## config.mk

```make
export PLATFORM = sky130hd
export DESIGN_NAME = basic_compute_unit
export DESIGN_NICKNAME = d
export VERILOG_FILES = /design/src/rtl/basic_compute_unit.sv
export SDC_FILE = /design/constraint.sdc
export NUM_CORES = 1
export LEC_CHECK = 0
export BUFFER_PORTS_ARGS = -buffer_cell sky130_fd_sc_hd__buf_2
export CAP_MARGIN = 10
export CORE_ASPECT_RATIO = 1.1
export CORE_UTILIZATION = 35
export DETAILED_ROUTE_END_ITERATION = 6
export SETUP_SLACK_MARGIN = 0.5
export SYNTH_ARGS = -nofsm -noshare
export SYNTH_HDL_FRONTEND = slang
export SYNTH_SLANG_ARGS = --single-unit
```

## constraint.sdc

```tcl
create_clock -name clock -period 2.95 [get_ports clock]
set_input_delay 0.295 -clock clock [delete_from_list [all_inputs] [get_ports clock]]
set_output_delay 0.295 -clock clock [all_outputs]
set_load 0.02 [all_outputs]
```

## src/rtl/basic_compute_unit.sv

```systemverilog
// Two-operand 4-bit ALU. Operands arrive one per capture strobe on a shared bus;
// the B capture selects the operation and produces a registered result with a one-cycle valid.
module basic_compute_unit (
  input  logic       clock,
  input  logic       rst_n,
  input  logic [3:0] d_in,
  input  logic [1:0] op,
  input  logic       capture,
  output logic       valid,
  output logic [4:0] result
);

  typedef enum logic {
    WAIT_A = 1'b0,
    WAIT_B = 1'b1
  } state_t;

  typedef enum logic [1:0] {
    OP_ADD = 2'b00,
    OP_SUB = 2'b01,
    OP_AND = 2'b10,
    OP_XOR = 2'b11
  } alu_op_t;

  state_t     state_q, state_d;
  logic [3:0] a_q, a_d;
  logic [4:0] result_q, result_d;
  logic       valid_q, valid_d;
  logic [4:0] alu_out;

  // 5-bit arithmetic: bit 4 is carry for ADD and borrow (A<B) for SUB.
  always_comb begin
    alu_out = 5'd0;
    case (alu_op_t'(op))
      OP_ADD: alu_out = {1'b0, a_q} + {1'b0, d_in};
      OP_SUB: alu_out = {1'b0, a_q} - {1'b0, d_in};
      OP_AND: alu_out = {1'b0, a_q & d_in};
      OP_XOR: alu_out = {1'b0, a_q ^ d_in};
      default: alu_out = 5'd0;
    endcase
  end

  always_comb begin
    state_d  = state_q;
    a_d      = a_q;
    result_d = result_q;
    valid_d  = 1'b0;
    case (state_q)
      WAIT_A: begin
        if (capture) begin
          a_d     = d_in;
          state_d = WAIT_B;
        end
      end
      WAIT_B: begin
        if (capture) begin
          result_d = alu_out;
          valid_d  = 1'b1;
          state_d  = WAIT_A;
        end
      end
      default: state_d = WAIT_A;
    endcase
  end

  always_ff @(posedge clock) begin
    if (!rst_n) begin
      state_q  <= WAIT_A;
      a_q      <= 4'd0;
      result_q <= 5'd0;
      valid_q  <= 1'b0;
    end else begin
      state_q  <= state_d;
      a_q      <= a_d;
      result_q <= result_d;
      valid_q  <= valid_d;
    end
  end

  assign valid  = valid_q;
  assign result = result_q;

endmodule

```

==> run summary, run 1 <==
CP Cell Sequence: buf_2 > inv_1 > ha_1 > mux2_2 > fa_1 > nand2b_1 > a21oi_1 > xor2_1 > o21ai_1
vias in the first global route: 564
fillcell total: 223
H-tree levels: 1
DIE AREA: 2410 sq um
Switch Pwr: 121 uW
min-delay src: capture
crit path time final: 1.85 ns
DR pass1 iterations: 3
Pins Over Slew Limit: 0
clk sinks: 11
Seq/Total Area, Yosys: 28.4%
Final Hold Fails: 0
IO buf count: 14
reg2reg start: a_q[0]
register area: 220 sq um
Worst Skew: 0.00747 ns
Worst Max-Slew Pin Slew: 0.311 ns
Finished Layout Cells: 124
FF+latch count, synth: 11
slew margin rel.: 79.2%
critical path startpoint: d_in[0]
hold_buf cts: 0
Top Ports: 15
Detailed Route WL: 1490 um
Area contributors post-synth: dfxtp_1, ha_1, mux2i_1
Setup-failing EPs final: 0
post-CTS resize count: 0
YS warnings: 0
critical path type: input pin to register
Worst Path Buf+Inv: 2
Layout Nets: 118
Commonest cells post-synth: dfxtp_1, ha_1, mux2i_1
async set or reset register ratio after synthesis: 0%
total negative slack: 0 ns
WP data required: 3.12 ns
DRC Markers: 0
Via-to-Cell Ratio: 4.83
synth unique cells: 25
Place WS: 0.832 ns
fin crit share: 62.8%
final worst-path setup slack: 1.10 ns
syn nets: 102
combinational fraction of design power: 29.7%
post-synth design cell area: 774 sq um
Clk pin slew, worst setup/hold paths: 0.08 ns
Arr. time, crit path: 2.02 ns
Area Growth Syn to Fin: 15.7%
leakage: 0.437 nW
CTS root buf: clkbuf_4
# rows: 17
clock tree from TritonCTS: done
CP Max Fanout: 5
number of synthesized flops with an enable pin: 0
Mapped Cells: 81
share of cells above drive strength 1: 22.9%
Initial Util: 37.9%
hold path depth: 2
CTS buffer count: 3
startpoint types: input pin
Antenna Nets Post-Route: 0
area of the multi-input gates: 517 sq um
GP Congestion: 0.808
largest net degree at the start of global routing: 14
Max IR drop VDD: 0.000282 V
fmax: 540 MHz
gr usage total: 14.8%
Synth area leader: dfxtp_1
status: completed
slowest library cell on the worst path: fa_1
initial antenna violation count: 0
Core Box Area: 2040 sq um
DP Cell Count: 120
internal power: 262 uW
first-pass GRT wire length: 2520 um
total of max-cap violations: 0
clock latency on the worst-skew pair: 0.27 ns
dpl hpwl: 1170 um
WP depth: 9
sequential share of power: 43.0%
WL per Instance: 12.0 um
Die Y-Extent: 51.3 um
RSZ-0062 raised after global routing: no
vias: 599
CP endpoint kind: register
drt initial violations: 5
R2R cell count: 7
post-CTS setup buffers: 0
worst hold margin: 0.299 ns
mean post-synth cell area: 9.56 sq um
Ant. Diodes: 0
Die W: 46.9 um
Switching Share: 31.6%
Hold/Removal Path Class: input pin to register
top-area cell type share of the netlist area: 28.4%
Critical Path Max Stage Delay: 0.42 ns
Post-synth top flop: dfxtp_1
Power Density: 427 nW/um^2
cell family contributing the most delay on the critical path: adder cells
total congestion overflow: 0
clock share of power: 27.3%
maximum clock path buffer count: 2
==> through the flow <==
step	instance area, sq um	power [mW]	util, %
finish	896	0.382	43.9
CTS	896	0.388	43.9
global route	896	0.411	43.9
global placement	868	0.281	42.5
floorplan	774	0.250	-
detailed placement	868	0.282	42.5
==> final timing paths <==
check         endpoint  slack, ns
max          result[4]       1.10
min              valid       0.30
max reg2reg  result[4]       1.26
min reg2reg  result[4]       0.49
==> state kept, by name, indices dropped and copies added (netlist names) <==
register	flops
a_q	4
state_q	1
valid	1
result	5
==> cells by family (layout without fill, tap and decap cells) <==
family	Yosys count	after routing	share of synthesized area, %
AND/OR/NAND/NOR	23	23	18.1
adder cells (fa/ha/maj)	12	12	20.4
AO/OA/AOI/OAI	11	11	10.8
flip-flops	11	11	28.4
buffers and inverters	10	25	4.85
multiplexers	9	9	11.8
XOR/XNOR	5	5	5.66
==> placed cells by master, fill, tap and decap left out, drive strengths merged <==
cell,n
buf,14
ha,11
dfxtp,11
mux2i,8
nor2b,8
inv,7
nor2,6
xor2,3
o211ai,3
clkbuf,3
xnor2,2
nand3,2
o21ai,2
nand2b,2
o211a,2
a21oi,2
mux2,1
nor3,1
a221oi,1
nand3b,1
a31oi,1
and3,1
and2b,1
nand2,1
fa,1
clkinv,1
==> routing by layer <==
metal	wire [um]	part of all wire, %	vias up	GRT usage [%]
met3	53	3.6	2	3.18
met1	746	50	277	20.4
met5	0	0	-	0
met4	5	0.34	0	4.29
li1	-	-	308	-
met2	683	46	12	22.5
==> worst reg2reg max path, cell delays in order (launching register included) <==
cell,delay [ns]
dfxtp_1,0.35
inv_1,0.05
ha_1,0.23
fa_1,0.41
nand2b_1,0.15
a21oi_1,0.15
xor2_1,0.18
o21ai_1,0.07
==> power by group through the flow <==
stage | sequential, mW | clock, mW | combinational [mW]
after floorplan | 0.173 | 0 | 0.0775
after global placement | 0.168 | 0 | 0.113
after detailed placement | 0.168 | 0 | 0.114
after CTS | 0.165 | 0.109 | 0.115
after global routing | 0.166 | 0.118 | 0.127
final | 0.164 | 0.104 | 0.114
==> area by class of cell <==
| cell class | instances | area share [%] |
|---|---|---|
| clock buffers | 3 | 2.51 |
| inverters | 7 | 2.93 |
| repair buffers | 14 | 7.82 |
| well taps | 28 | 3.91 |
| clock inverters | 1 | 0.559 |
| multi-input cells | 60 | 57.7 |
| flip-flops and latches | 11 | 24.6 |
Note: power is estimated with default switching activity, not from simulation.
==> inputs of run 2 (changes only) <==
==> constraint.sdc (replaced) <==
create_clock -name clock -period 1.9 [get_ports clock]
set_input_delay 0.19 -clock clock [delete_from_list [all_inputs] [get_ports clock]]
set_output_delay 0.19 -clock clock [all_outputs]
set_load 0.02 [all_outputs]
==> run 2 against run 1 <==
Net effect: non-clock buffer count up 8; critical endpoint unchanged; largest cell class unchanged; sequential share of layout area shrank 3.5 points; sequential power increased by 56%.
==> run summary, run 2 (synthesis gave the netlist of run 1 again) <==
status: completed
clk sinks: 11 (unchanged)
Power Density: 611 nW/um^2 (+43%)
CTS root buf: clkbuf_4
Via-to-Cell Ratio: 4.68 (-3.1%)
IO buf count: 14 (unchanged)
startpoint types: input pin
share of cells above drive strength 1: 38.5% (+16 points)
Top Ports: 15 (unchanged)
fmax: 654 MHz
dpl hpwl: 1180 um (+1.1%)
largest net degree at the start of global routing: 14 (unchanged)
leakage: 0.499 nW (+14%)
Clk pin slew, worst setup/hold paths: 0.07 ns (about the same)
gr usage total: 14.9% (+0.18 points)
CP endpoint kind: register
overall power: 645 uW (+69%)
Final Hold Fails: 0 (unchanged)
GP Congestion: 0.796 (-1.6%)
Hold/Removal Path Class: input pin to register
max reg flops: 5 (unchanged)
first-pass GRT wire length: 2480 um (-1.6%)
crit path time final: 1.53 ns
Core Box Area: 2040 sq um (unchanged)
commonest non-fill, non-tap cell in the layout: buf_2
DR pass1 iterations: 4 (+1)
Detailed Route WL: 1510 um (+1.5%)
DRC Markers: 0 (unchanged)
fillcell total: 215 (-3.6%)
Worst Skew: 0.000713 ns (-0.00676 ns)
Setup-failing EPs final: 0 (unchanged)
total congestion overflow: 0 (unchanged)
Initial Util: 37.9% (unchanged)
clock latency on the worst-skew pair: 0.27 ns (about the same)
# rows: 17 (unchanged)
slew margin rel.: 79.6% (+0.37 points)
Antenna Nets Post-Route: 0 (unchanged)
clock tree from TritonCTS: done
post-layout util: 51.7% (+7.8 points)
Die Y-Extent: 51.3 um (unchanged)
hold_buf cts: 0 (unchanged)
DIE AREA: 2410 sq um (unchanged)
Die W: 46.9 um (unchanged)
fin crit share: 80.5%
initial antenna violation count: 0 (unchanged)
RSZ-0062 raised after global routing: yes
CTS buffer count: 3 (unchanged)
Layout Nets: 126 (+6.8%)
CP Max Fanout: 2 (-3)
Pins Over Slew Limit: 0 (unchanged)
vias: 618 (+3.2%)
Area Growth Syn to Fin: 36.2%
total of max-cap violations: 0 (unchanged)
drt initial violations: 2 (-3)
Arr. time, crit path: 1.69 ns (-0.33 ns)
Worst Max-Slew Pin Slew: 0.306 ns (-0.00551 ns)
WL per Instance: 11.4 um (-4.7%)
Max IR drop VDD: 0.000443 V (+57%)
H-tree levels: 1 (unchanged)
worst hold margin: 0.191 ns (-0.107 ns)
WP data required: 2.07 ns (-1.05 ns)
most frequent cells in the layout: buf_2, ha_1, dfxtp_1
vias in the first global route: 612 (+8.5%)
maximum clock path buffer count: 2 (unchanged)
Ant. Diodes: 0 (unchanged)
critical path type: input pin to register
[run 2: cell count changes in the layout (fill, tap and decap cells not counted), sizes merged]
| cell | previous run | this run |
|---|---|---|
| clkinv | 1 | 0 |
| buf | 14 | 22 |
| clkbuf | 3 | 4 |
[run 2: what timing repair did]
item,4_1_cts,5_1_grt
buffers inserted,1,2
pin swaps,8,6
gates resized for setup,10,6
endpoints found under the setup margin,4,4
[run 2: worst max-delay path, stage by stage]
cell and delay (ns):
buf_8 0.10, inv_4 0.05, ha_4 0.19, mux2_4 0.28, fa_2 0.39, nand2b_4 0.15, a21oi_2 0.12, xor2_1 0.16
o21ai_1 0.07
[run 2: worst paths after layout]
check	from	to	slack [ns]	cells after the start
setup / recovery	d_in[0]	result[4]	0.37	9
hold / removal	capture	valid	0.19	2
setup reg to reg	a_q[0]	result[4]	0.40	7
hold reg to reg	result[4]	result[4]	0.48	2
[run 2: through the flow]
| stage | TNS (ns) | setup WS [ns] | area, sq um | std cells |
|---|---|---|---|---|
| after CTS | 0 | 0.376 | 1020 | 130 |
| after global placement | -0.00657 | -0.00657 | 948 | 125 |
| after detailed placement | -0.0642 | -0.0569 | 948 | 125 |
| final | 0 | 0.370 | 1050 | 132 |
| after floorplan | 0 | 0.212 | 817 | 81 |
| after global routing | 0 | 0.308 | 1050 | 132 |
[run 2: report_power, final]
group / internal (mW) / switching (mW) / total [mW]
Clock: 0.0813 / 0.0796 / 0.161
Sequential: 0.246 / 0.00948 / 0.256
Combinational: 0.119 / 0.109 / 0.228
Total: 0.447 / 0.198 / 0.645
[run 2: final cells by class]
cell class	count	area (sq um)	area share (%)
Clock buffer	4	26.3	2.49
Inverter	7	41.3	3.91
Sequential cell	11	223	21.1
Timing Repair Buffer	22	163	15.4
Multi-Input combinational cell	60	567	53.7
Tap cell	28	35.0	3.32
[run 2: metal layers]
layer	vias up	part of all wire, %	track usage (%)
met1	282	46	16.1
met4	0	0.86	2.86
li1	321	-	-
met5	-	0	0
met3	2	4.1	6.36
met2	13	48	26.4
==> inputs of run 3 (changes only) <==
==> constraint.sdc (replaced) <==
create_clock -name clock -period 1.5 [get_ports clock]
set_input_delay 0.15 -clock clock [delete_from_list [all_inputs] [get_ports clock]]
set_output_delay 0.15 -clock clock [all_outputs]
set_load 0.02 [all_outputs]
==> run 3 against run 2 <==
Net effect: the run now ends with setup timing left; first-iteration DRC count increased to 5.5 times the previous value; final cell count increased by 3.8%; clock skew increased by 0.0042 ns; routed wire length increased by 10%; sequential share of layout area decreased by 2.2 points; global-route usage decreased by 0.25 points; clock-buffer cell count unchanged; clock power increased by 22%; die area unchanged; worst hold slack improved by 0.022 ns; critical path type unchanged.
==> run summary, run 3 (synthesis gave the netlist of run 1 again) <==
Die W: 46.9 um (unchanged)
Top Ports: 15 (unchanged)
Ant. Diodes: 0 (unchanged)
failing checks: setup timing
CTS root buf: clkbuf_4
total of max-cap violations: 0 (unchanged)
Hold/Removal Path Class: input pin to register
R2R cell count: 7 (unchanged)
post-layout util: 57.9% (+6.3 points)
vias in the first global route: 617 (+0.82%)
Worst Max-Slew Pin Slew: 0.192 ns (-0.114 ns)
H-tree levels: 1 (unchanged)
Place WS: -0.414 ns (-0.357 ns)
commonest non-fill, non-tap cell in the layout: buf_4
maximum clock path buffer count: 2 (unchanged)
Arr. time, crit path: 1.67 ns (-0.02 ns)
DRC Markers: 0 (unchanged)
Critical Path Max Stage Delay: 0.41 ns (+0.02 ns)
WP data required: 1.66 ns (-0.41 ns)
Worst Skew: 0.00492 ns (+0.00421 ns)
Initial Util: 37.9% (unchanged)
GP Congestion: 0.755 (-5.1%)
DIE AREA: 2410 sq um (unchanged)
first-pass GRT wire length: 2530 um (+2.2%)
slew margin rel.: 86.8% (+7.2 points)
worst hold margin: 0.213 ns (+0.0215 ns)
Detailed Route WL: 1670 um (+10%)
Max IR drop VDD: 0.000665 V (+50%)
fmax: 663 MHz
Pins Over Slew Limit: 0 (unchanged)
final worst-path setup slack: -0.00765 ns (-0.378 ns)
Clk pin slew, worst setup/hold paths: 0.07 ns (about the same)
startpoint types: input pin
clk sinks: 11 (unchanged)
fin crit share: 101%
CP Cell Sequence: buf_8 > inv_4 > ha_4 > mux2_4 > fa_2 > nand2b_4 > a21oi_2 > xor2_1 > o21ai_1
IO buf count: 14 (unchanged)
clock latency on the worst-skew pair: 0.27 ns (about the same)
hold path depth: 2 (unchanged)
dpl hpwl: 1220 um (+2.9%)
CP Max Fanout: 2 (unchanged)
reg2reg start: a_q[0]
fillcell total: 192 (-11%)
Via-to-Cell Ratio: 4.84 (+3.4%)
Area Growth Syn to Fin: 52.7%
clock tree from TritonCTS: done
cell family contributing the most delay on the critical path: adder cells
Worst Path Buf+Inv: 2 (unchanged)
Setup-failing EPs final: 1 (+1)
max reg flops: 5 (unchanged)
DR pass1 iterations: 4 (unchanged)
reg2reg end: result[4]
Core Box Area: 2040 sq um (unchanged)
crit path time final: 1.51 ns
drt initial violations: 11 (+9)
Antenna Nets Post-Route: 0 (unchanged)
largest net degree at the start of global routing: 14 (unchanged)
gr usage total: 14.7% (-0.25 points)
Layout Nets: 131 (+4.0%)
Die Y-Extent: 51.3 um (unchanged)
RSZ-0062 raised after global routing: yes
vias: 663 (+7.3%)
most frequent cells in the layout: buf_4, buf_2, mux2i_1, dfxtp_1, ha_4
min-delay src: capture
status: finished, violations left
total congestion overflow: 0 (unchanged)
CP endpoint kind: register
CTS buffer count: 3 (unchanged)
initial antenna violation count: 0 (unchanged)
slowest library cell on the worst path: fa_2
reg-to-reg setup timing slack: 0.01 ns (-0.39 ns)
Final Hold Fails: 0 (unchanged)
share of cells above drive strength 1: 48.6% (+10 points)
leakage: 0.531 nW (+6.4%)
critical path type: input pin to register
Power Density: 737 nW/um^2 (+21%)
# rows: 17 (unchanged)
Worst Hold End: valid
WL per Instance: 12.2 um (+6.2%)
-- run 3: layout make-up --
type	count	area (sq um)	share of cell area, %
Inverter	7	41.3	3.49
Tap cell	28	35.0	2.96
Multi-Input combinational cell	60	648	54.8
Sequential cell	11	224	18.9
Clock buffer	4	26.3	2.22
Timing Repair Buffer	27	208	17.6
-- run 3: what timing repair did --
action,CTS,global route
resized for setup,19,11
pin swaps,11,6
setup endpoints to repair,9,6
buffers inserted,2,0
endpoints found under the hold margin,0,0
hold buffers,0,0
-- run 3: how the worst max path moves through the flow --
| stage | start | to | cells past startpoint |
|---|---|---|---|
| 3_5_place_dp | d_in[1] | result[4] | 9 |
| 4_1_cts | a_q[0] | result[4] | 7 |
| 3_3_place_gp | d_in[1] | result[4] | 9 |
| 6_report | d_in[0] | result[4] | 9 |
| 2_1_floorplan | d_in[1] | result[4] | 8 |
| 5_1_grt | d_in[0] | result[4] | 9 |
-- run 3: per-stage QoR --
stage / TNS [ns] / cell area (sq um) / power [mW] / instances
2_1_floorplan: -0.336 / 820 / 0.512 / 81
3_3_place_gp: -1.33 / 993 / 0.603 / 131
3_5_place_dp: -1.41 / 993 / 0.610 / 131
4_1_cts: -0.0445 / 1110 / 0.838 / 137
5_1_grt: -0.115 / 1180 / 0.926 / 137
6_report: -0.00765 / 1180 / 0.872 / 137
-- run 3: power breakdown --
part	switching (mW)	internal, mW
Clock	0.0934	0.103
Sequential	0.0136	0.313
Combinational	0.158	0.191
-- run 3: routing by layer --
layer / vias to the layer above / share of wire [%] / GRT usage, %
li1: 333 / - / -
met1: 312 / 43 / 17.5
met2: 16 / 52 / 25.5
met3: 2 / 4.3 / 5.30
met4: 0 / 1.0 / 1.43
met5: - / 0 / 0
